[config.mk]
export PLATFORM = sky130hd
export DESIGN_NAME = prog_loader
export DESIGN_NICKNAME = d
export VERILOG_FILES = /design/src/rtl/loader_pkg.sv /design/src/rtl/prog_loader.sv
export SDC_FILE = /design/constraint.sdc
export NUM_CORES = 1
export LEC_CHECK = 0
export ABC_CLOCK_PERIOD_IN_PS = 2300
export CAP_MARGIN = 20
export CORE_MARGIN = 10
export CORE_UTILIZATION = 45
export CTS_BUF_LIST = sky130_fd_sc_hd__clkbuf_16
export DETAILED_ROUTE_END_ITERATION = 7
export PLACE_DENSITY = 0.7
export SYNTH_ARGS = -nofsm -noshare
export SYNTH_HDL_FRONTEND = slang
export SYNTH_SLANG_ARGS = --single-unit
[constraint.sdc]
create_clock -name clk -period 2.3 [get_ports clk]
set_clock_uncertainty 0.1 [all_clocks]
set_input_delay 0.46 -clock clk [delete_from_list [all_inputs] [get_ports clk]]
set_output_delay 0.46 -clock clk [all_outputs]
set_load 0.03 [all_outputs]
[src/rtl/loader_pkg.sv]
// Shared definitions for the program loader.
//   state_t   : loader FSM states
//   ERR_*     : err_code values reported on load_err
//   CODE_W    : machine-code word width
package loader_pkg;

  typedef enum logic [2:0] {
    S_CNT_LO = 3'd0,
    S_CNT_HI = 3'd1,
    S_W_LO   = 3'd2,
    S_W_HI   = 3'd3,
    S_CK     = 3'd4,
    S_DONE   = 3'd5,
    S_ERR    = 3'd6
  } state_t;

  localparam logic [1:0] ERR_NONE = 2'b00;
  localparam logic [1:0] ERR_HDR  = 2'b01;
  localparam logic [1:0] ERR_FMT  = 2'b10;
  localparam logic [1:0] ERR_CK   = 2'b11;

  localparam int CODE_W = 9;

endpackage

[src/rtl/prog_loader.sv]
// Byte-stream program loader. Receives a framed program from a host link,
// writes each machine-code word into instruction memory and releases the
// core's reset only once the whole frame has loaded with a valid checksum.
//
// Frame: CNT_LO, CNT_HI, N x (W_LO, W_HI), CK
//   {CNT_HI, CNT_LO} = N-1, W_HI = {7'b0, code[8]}, CK = XOR of all prior bytes.
//
// Ports:
//   clk, reset         clock; asynchronous active-low reset
//   in_valid/in_data   byte stream from host
//   in_ready           loader accepts a byte (high in every non-terminal state)
//   reload             restart a load; only honoured in DONE or ERR
//   wr_en/addr/data    instruction-memory write port (registered, 1-cycle strobe)
//   core_hold          holds the core in reset (low only in DONE)
//   load_done          program loaded and checksum valid
//   load_err/err_code  load aborted and its cause
//   dbg_state          current FSM state, for observation only
//
// Handshake: a byte transfers on a rising edge where in_valid and in_ready are
// both high; with in_valid low nothing in the loader changes.
module prog_loader
  import loader_pkg::*;
#(
  parameter int D = 10
) (
  input  logic              clk,
  input  logic              reset,
  input  logic              in_valid,
  input  logic [7:0]        in_data,
  output logic              in_ready,
  input  logic              reload,
  output logic              wr_en,
  output logic [D-1:0]      wr_addr,
  output logic [CODE_W-1:0] wr_data,
  output logic              core_hold,
  output logic              load_done,
  output logic              load_err,
  output logic [1:0]        err_code,
  output logic [2:0]        dbg_state
);

  state_t              state_q, state_d;
  logic [D-1:0]        cnt_q, cnt_d;      // N-1
  logic [D-1:0]        idx_q, idx_d;      // index of the word being received
  logic [7:0]          lo_q, lo_d;        // pending word LO byte
  logic [7:0]          csum_q, csum_d;    // running XOR checksum
  logic [1:0]          err_q, err_d;
  logic                wr_en_d;
  logic [D-1:0]        wr_addr_d;
  logic [CODE_W-1:0]   wr_data_d;
  logic                accept;
  logic                hdr_bad;
  logic                fmt_bad;

  assign accept  = in_valid && in_ready;
  // Any CNT_HI bit that would land at count bit D or above is illegal.
  assign hdr_bad = |({in_data, 8'h00} >> D);
  assign fmt_bad = |in_data[7:1];

  always_ff @(posedge clk or negedge reset) begin
    if (!reset) begin
      state_q  <= S_CNT_LO;
      cnt_q    <= '0;
      idx_q    <= '0;
      lo_q     <= '0;
      csum_q   <= '0;
      err_q    <= ERR_NONE;
      wr_en    <= 1'b0;
      wr_addr  <= '0;
      wr_data  <= '0;
    end else begin
      state_q  <= state_d;
      cnt_q    <= cnt_d;
      idx_q    <= idx_d;
      lo_q     <= lo_d;
      csum_q   <= csum_d;
      err_q    <= err_d;
      wr_en    <= wr_en_d;
      wr_addr  <= wr_addr_d;
      wr_data  <= wr_data_d;
    end
  end

  always_comb begin
    state_d   = state_q;
    cnt_d     = cnt_q;
    idx_d     = idx_q;
    lo_d      = lo_q;
    csum_d    = csum_q;
    err_d     = err_q;
    wr_en_d   = 1'b0;
    wr_addr_d = wr_addr;
    wr_data_d = wr_data;

    unique case (state_q)
      S_CNT_LO: if (accept) begin
        cnt_d   = D'(in_data);
        csum_d  = csum_q ^ in_data;
        state_d = S_CNT_HI;
      end
      S_CNT_HI: if (accept) begin
        if (hdr_bad) begin
          err_d   = ERR_HDR;
          state_d = S_ERR;
        end else begin
          // Upper bits of in_data are known zero here, so the shift is exact.
          cnt_d   = cnt_q | (D'(in_data) << 8);
          csum_d  = csum_q ^ in_data;
          state_d = S_W_LO;
        end
      end
      S_W_LO: if (accept) begin
        lo_d    = in_data;
        csum_d  = csum_q ^ in_data;
        state_d = S_W_HI;
      end
      S_W_HI: if (accept) begin
        if (fmt_bad) begin
          err_d   = ERR_FMT;
          state_d = S_ERR;
        end else begin
          wr_en_d   = 1'b1;
          wr_addr_d = idx_q;
          wr_data_d = {in_data[0], lo_q};
          csum_d    = csum_q ^ in_data;
          // Stop at the last word without incrementing, so N = 2^D never wraps.
          if (idx_q == cnt_q) begin
            state_d = S_CK;
          end else begin
            idx_d   = idx_q + 1'b1;
            state_d = S_W_LO;
          end
        end
      end
      S_CK: if (accept) begin
        if (in_data == csum_q) begin
          state_d = S_DONE;
        end else begin
          err_d   = ERR_CK;
          state_d = S_ERR;
        end
      end
      S_DONE, S_ERR: if (reload) begin
        state_d = S_CNT_LO;
        cnt_d   = '0;
        idx_d   = '0;
        lo_d    = '0;
        csum_d  = '0;
        err_d   = ERR_NONE;
      end
      default: state_d = S_CNT_LO;
    endcase
  end

  assign in_ready  = (state_q != S_DONE) && (state_q != S_ERR);
  assign core_hold = (state_q != S_DONE);
  assign load_done = (state_q == S_DONE);
  assign load_err  = (state_q == S_ERR);
  assign err_code  = err_q;
  assign dbg_state = state_q;

endmodule

==> results of run 1 <==
[worst reg2reg max path, delay by kind of cell, from the launching register on]
kind,cells,cell delay [ns]
multiplexers,1,0.33
buffers and inverters,2,0.39
flip-flops,1,0.38
XOR/XNOR,1,0.16
AND/OR/NAND/NOR,3,0.59
[what timing repair did]
action	in CTS	in global routing
resized for setup	14	14
hold endpoints to repair	7	0
endpoints found under the setup margin	20	15
cloned	1	0
pin swaps	4	6
hold buffers	1	0
[worst paths after layout]
kind / startpoint / to / slack [ns]
worst max register to register: dbg_state[1] / wr_data[4] / 0.24
max in group asynchronous: reset / csum_q[1] / 1.00
worst min register to register: lo_q[7] / lo_q[7] / 0.38
worst min-delay path: lo_q[7] / lo_q[7] / 0.38
worst max-delay path: in_data[5] / idx_q[4] / 0.0005
min in group asynchronous: reset / err_code[1] / 0.51
[state kept, by name, summed over array words and instances (netlist names)]
name and count:
cnt_q 10, idx_q 10, wr_addr 10, wr_data 9, csum_q 8, lo_q 8
dbg_state 3, err_code 2, wr_en 1
[cells in the final DEF (no fill, tap or decap), types with 2 or more instances in the layout]
master	Yosys	layout
a21oi_1	2	2
a22o_1	7	7
a32oi_1	3	3
a41oi_1	2	2
and2_1	7	7
and3_1	3	3
and4_1	4	4
buf_12	0	2
buf_4	0	30
clkbuf_16	0	9
clkdlybuf4s50_1	0	32
clkinvlp_4	0	3
dfrtp_1	61	61
dlygate4sd2_1	0	4
dlymetal6s2s_1	0	2
inv_1	4	4
mux2_1	10	10
mux2_2	10	10
nand2_1	27	27
nand2b_1	12	12
nand3_1	8	8
nand4b_1	2	2
nor2_1	16	15
nor2_2	1	2
nor2b_1	3	3
nor4_1	4	4
o21ai_0	30	27
o21ai_1	3	6
o31ai_1	18	8
o31ai_2	0	4
o31ai_4	1	7
or3_4	0	3
xor2_1	20	20
[metrics by stage]
stage          cell area [µm²]  hold slack, ns  setup WS (ns)
2_1_floorplan             3130          0.0644        -0.0305
3_3_place_gp              3780           0.337         -0.471
3_5_place_dp              3780           0.341         -0.557
4_1_cts                   4140           0.384        0.00108
5_1_grt                   4220           0.396        -0.0469
6_report                  4220           0.377       0.000529
[cell type report]
cell class	count	area, µm²	area share [%]
Multi-Input combinational cell	218	1610	38.3
Timing Repair Buffer	72	661	15.7
Clock buffer	9	225	5.34
Inverter	4	15.0	0.356
Tap cell	80	100	2.37
Clock inverter	7	75.1	1.78
Sequential cell	61	1530	36.2
[power by group]
group / switching [mW] / internal (mW) / total, mW
clock: 0.523 / 0.841 / 1.36
combinational: 1.12 / 0.851 / 1.97
sequential: 0.327 / 1.39 / 1.72
total: 1.97 / 3.08 / 5.06
[kinds of logic (layout without fill, tap and decap cells)]
group | Yosys count | in the layout | synth area share, %
AOI/OAI and AO/OA | 78 | 78 | 17.1
xor gates and xnor gates | 21 | 21 | 5.89
adders and majority gates | 2 | 2 | 0.722
buffers and inverters | 26 | 92 | 3.41
DFF | 61 | 61 | 48.9
muxes | 20 | 20 | 7.22
and+or+nand+nor | 96 | 97 | 16.7
[synthesized netlist by cell type, types with 3 or more instances]
| library cell | count |
|---|---|
| nand3_1 | 8 |
| and3_1 | 3 |
| clkbuf_1 | 19 |
| nor2b_1 | 3 |
| nand2_1 | 27 |
| nand2b_1 | 12 |
| and2_1 | 7 |
| o21ai_1 | 3 |
| xor2_1 | 20 |
| o31ai_1 | 18 |
| mux2_1 | 10 |
| o21ai_0 | 30 |
| a22o_1 | 7 |
| dfrtp_1 | 61 |
| and4_1 | 4 |
| nor2_1 | 16 |
| nor4_1 | 4 |
| mux2_2 | 10 |
| a32oi_1 | 3 |
| inv_1 | 4 |
[routing by layer]
| metal | global-route usage [%] | vias up | wire length, µm |
|---|---|---|---|
| met5 | 0 | - | 0 |
| met4 | 7.91 | 0 | 181 |
| met3 | 3.52 | 16 | 455 |
| met2 | 26.2 | 69 | 4060 |
| met1 | 19.7 | 1279 | 3590 |
| li1 | - | 1222 | - |
==> impl_metrics.ini, run 1 <==
[synthesis]
synth_fp_nets = 317
synth-main-ff-cell = dfrtp_1
synth-seq-area-share_pct = 48.9
syn_avg_cell_area_um2 = 10.3
synth_area_leader_cell = dfrtp_1
synth_edf_count = 0
syn-cell-area_um2 = 3120
yosysWarnings = 0
yosysTopAreaCellShare_pct = 48.9
ys_types = 51
syn_inst = 304
ys_ff_latch = 61
synth-async-reset-ratio_pct = 100
synth_area_leaders = dfrtp_1 49%, xor2_1 5.6%, o21ai_0 4.8%

[global_route]
grt_remaining_overflow = 0
grt_pass1_vias = 2617
track_usage_pct = 16.1
grt_max_degree = 45
grt_pass1_wl_um = 13300
antenna_found_initial = 0

[detailed_routing]
vias = 2586
antenna_left = 0
routed_wl_um = 8290
dr.pass1.iters = 4
drc = 0
vias_per_cell = 5.73
avgRoutedWirePerCell_um = 18.4
drt_iter0_drc = 180

[sta]
final_max_slew_viol_count = 0
post-route-min-period_ns = 2.30
worstMarginPinSlew_ns = 0.815
tns_ns = 0
post-route-period-util_pct = 100
setup_viol = 0
hold_viol_final = 0
relSlewSlack_pct = 45.5
max_freq_ghz = 0.435

[cts]
h-tree-depth = 3
cts_inserted_buffers = 9
clockRootBuffer = clkbuf_16
clk_latency_ns = 0.34
cts_max_path_buffers = 2
clock-sinks = 61
clkSlewWorstSetupHoldPaths_ns = 0.06
cts_tree = yes
post_cts_buffers = 0

[setup_path]
path_depth = 7
critical_path_buf_inv_count = 2
startpoint_type = primary input
crit_chain = clkdlybuf4s50_1, or4_4, o31ai_4, nand2_2, buf_4, o31ai_1, o31ai_2
critPathArrivalTime_ns = 2.40
slowest_delay_ns = 0.47
worstSetupPathType = primary input to flip-flop
cp_max_fo = 11
cpLargestDelayFamily = compound AO/OA/AOI/OAI gates
crit_required_ns = 2.40
r2r_cells = 7
crit_path_top_delay_cell = or4_4
end_kind = flip-flop

[final_layout]
nFillCells = 552
antenna_cells = 0
area_growth_pct = 35.1
drive_gt1_share_pct = 21.6
finalNetCount = 379
stdcell_count = 451
fin_util_pct = 62.4

[min_path]
hold_class = flip-flop to flip-flop
min_delay_path_depth = 2

[floorplan]
dieWidth_um = 103
die_y_um = 103
coreArea_um2 = 6760
pin_count = 41
die_area_um2 = 10700
initial_utilization_pct = 46.2
std_cell_rows = 30

[placed_design]
place_inst = 433
hpwl_um = 5710
port_buffers = 40
gp_congestion = 0.825

[pwr]
peakVddDrop_mv = 0.531
leakagePower_nw = 1.90
p_per_area_nw_per_um2 = 1200
p_total_mw = 5.06

[run_status]
run_status = finished clean

[flow_run]
max_cap_viol_count = 0
Note: power is estimated with default switching activity, not from simulation.
==> run 2: changes to the inputs <==
--- a/config.mk
+++ b/config.mk
@@ -12,6 +12,7 @@
 export CTS_BUF_LIST = sky130_fd_sc_hd__clkbuf_16
 export DETAILED_ROUTE_END_ITERATION = 7
 export PLACE_DENSITY = 0.7
+export SETUP_SLACK_MARGIN = 0.05
 export SYNTH_ARGS = -nofsm -noshare
 export SYNTH_HDL_FRONTEND = slang
 export SYNTH_SLANG_ARGS = --single-unit
==> run 2 against run 1 <==
  * Sequential share of layout area is 0.73 points higher
  * Total power shrank 2.4%
  * Non-clock buffer count fell by 1
  * Critical endpoint is now csum_q[1]
  * Count of clock-buffer cells in the layout unchanged
  * Design area down 2.0%
  * Setup slack gained 0.064 ns
==> impl_metrics.ini, run 2 (synthesis results as in run 1) <==
[run_status]
run_status = finished clean

[floorplan]
pin_count = 41
die_area_um2 = 10700
initial_utilization_pct = 46.2
coreArea_um2 = 6760
dieWidth_um = 103
die_y_um = 103
std_cell_rows = 30

[detailed_routing]
vias_per_cell = 5.72
drt_iter0_drc = 205
vias = 2576
antenna_left = 0
drc = 0
avgRoutedWirePerCell_um = 17.6
dr.pass1.iters = 4
routed_wl_um = 7930

[placed_design]
dpl_cell_area_um2 = 3780
port_buffers = 40
hpwl_um = 5520
gp_congestion = 0.832

[final_layout]
fin_util_pct = 61.2
seq_area_um2 = 1530
multi_input_area_um2 = 1550
fin_area_um2 = 4130
antenna_cells = 0
top_regs = cnt_q (10), idx_q (10), wr_addr (10)
finalNetCount = 378
final_cell_mix = 61 x dfrtp_1, 32 x clkdlybuf4s50_1, 30 x buf_4, 27 x nand2_1, 27 x o21ai_0
nFillCells = 541
drive_gt1_share_pct = 20.3
area_growth_pct = 32.4
final_common_cell = dfrtp_1

[cts]
cts_inserted_buffers = 9
clockRootBuffer = clkbuf_16
clk_latency_ns = 0.33
clock-sinks = 61
clkSlewWorstSetupHoldPaths_ns = 0.06
cts_hold_buffers = 0
cts_tree = yes
h-tree-depth = 3
cts_max_path_buffers = 2

[global_route]
grt_pass1_vias = 2603
antenna_found_initial = 0
met1_usage_pct = 19.6
grt_max_degree = 28
grt_pass1_wl_um = 13100
grtUsageMet3_pct = 5.32
grt_remaining_overflow = 0
busiest_layer = met2
track_usage_pct = 15.8
met2_usage_pct = 24.6

[setup_path]
crit_required_ns = 2.44
worstSetupPathType = primary input to flip-flop
critPathArrivalTime_ns = 2.37
cp_max_fo = 8
startpoint_type = primary input
end_kind = flip-flop

[sta]
setup_viol = 0
final_max_slew_viol_count = 0
post-route-min-period_ns = 2.24
worstMarginPinSlew_ns = 0.829
hold_viol_final = 0
post-route-period-util_pct = 97.2
max_freq_ghz = 0.447
relSlewSlack_pct = 44.6
whs_ns = 0.0126
rsz0062_at_grt = false

[pwr]
pwr-share-clk_pct = 27.5
p_int_mw = 3.05
peakVddDrop_mv = 0.707
pwr-share-seq_pct = 34.5
leakagePower_nw = 1.88
p_total_mw = 4.93
p_per_area_nw_per_um2 = 1190
p_comb_share_pct = 38.1
p_sw_mw = 1.88
p_sw_share_pct = 38.1

[min_path]
hold_class = primary input to async pin

[flow_run]
max_cap_viol_count = 0
==> run 2: cell count changes in the layout (fill, tap and decap cells not counted), moves of 2 or more <==
| cell | previous run | this run |
|---|---|---|
| o31ai_1 | 8 | 15 |
| o31ai_4 | 7 | 1 |
| clkinvlp_4 | 3 | 1 |
| dlygate4sd2_1 | 4 | 6 |
| dlymetal6s2s_1 | 2 | 0 |
==> run 2: layer usage <==
layer,up-vias,share of wire [%]
li1,1216,-
met4,0,2.4
met5,-,0
met2,94,47
met3,18,7.5
met1,1248,43
==> run 2: cell type report <==
class,instances,share of cell area (%)
timing repair buffer,71,15.6
tap,80,2.42
clock inverter,7,1.79
clock buffer,9,5.45
inverter,4,0.363
multi-input combinational,218,37.5
sequential,61,36.9
==> run 2: through the flow <==
stage | worst slack [ns] | TNS (ns) | std cells
6_report | 0.0644 | 0 | 450
5_1_grt | 0.0514 | 0 | 450
4_1_cts | 0.0900 | 0 | 450
3_5_place_dp | -0.554 | -12.23 | 432
3_3_place_gp | -0.470 | -11.30 | 432
2_1_floorplan | 0.0315 | 0 | 304
==> run 2: worst paths after layout <==
path                         startpoint        end  slack (ns)  cells after the start
max                          in_data[6]  csum_q[1]        0.06                      5
min                               reset  csum_q[7]        0.01                      1
max reg2reg                dbg_state[2]    lo_q[7]        0.22                      5
min reg2reg                     lo_q[7]    lo_q[7]        0.38                      2
max in group asynchronous         reset   idx_q[0]        1.49                      2
min in group clk                lo_q[7]    lo_q[7]        0.38                      2
==> run 2: what timing repair did <==
item / CTS / global route
setup buffers: 1 / 0
endpoints found under the setup margin: 20 / 1
pin swaps: 3 / 0
gates cloned: 1 / 0
gates resized for setup: 16 / 1
==> run 2: worst max-delay path, stage by stage <==
cell,delay [ns]
clkdlybuf4s50_1,0.42
or4_4,0.48
o311a_4,0.42
or3_4,0.38
o31ai_1,0.20
==> run 2: power groups by stage <==
stage	Sequential, mW	Clock [mW]	Combinational (mW)
floorplan	1.67	0	1.24
global placement	1.69	0	1.75
detailed placement	1.71	0	1.79
CTS	1.70	1.37	1.87
global route	1.75	1.42	2.06
finish	1.70	1.36	1.88
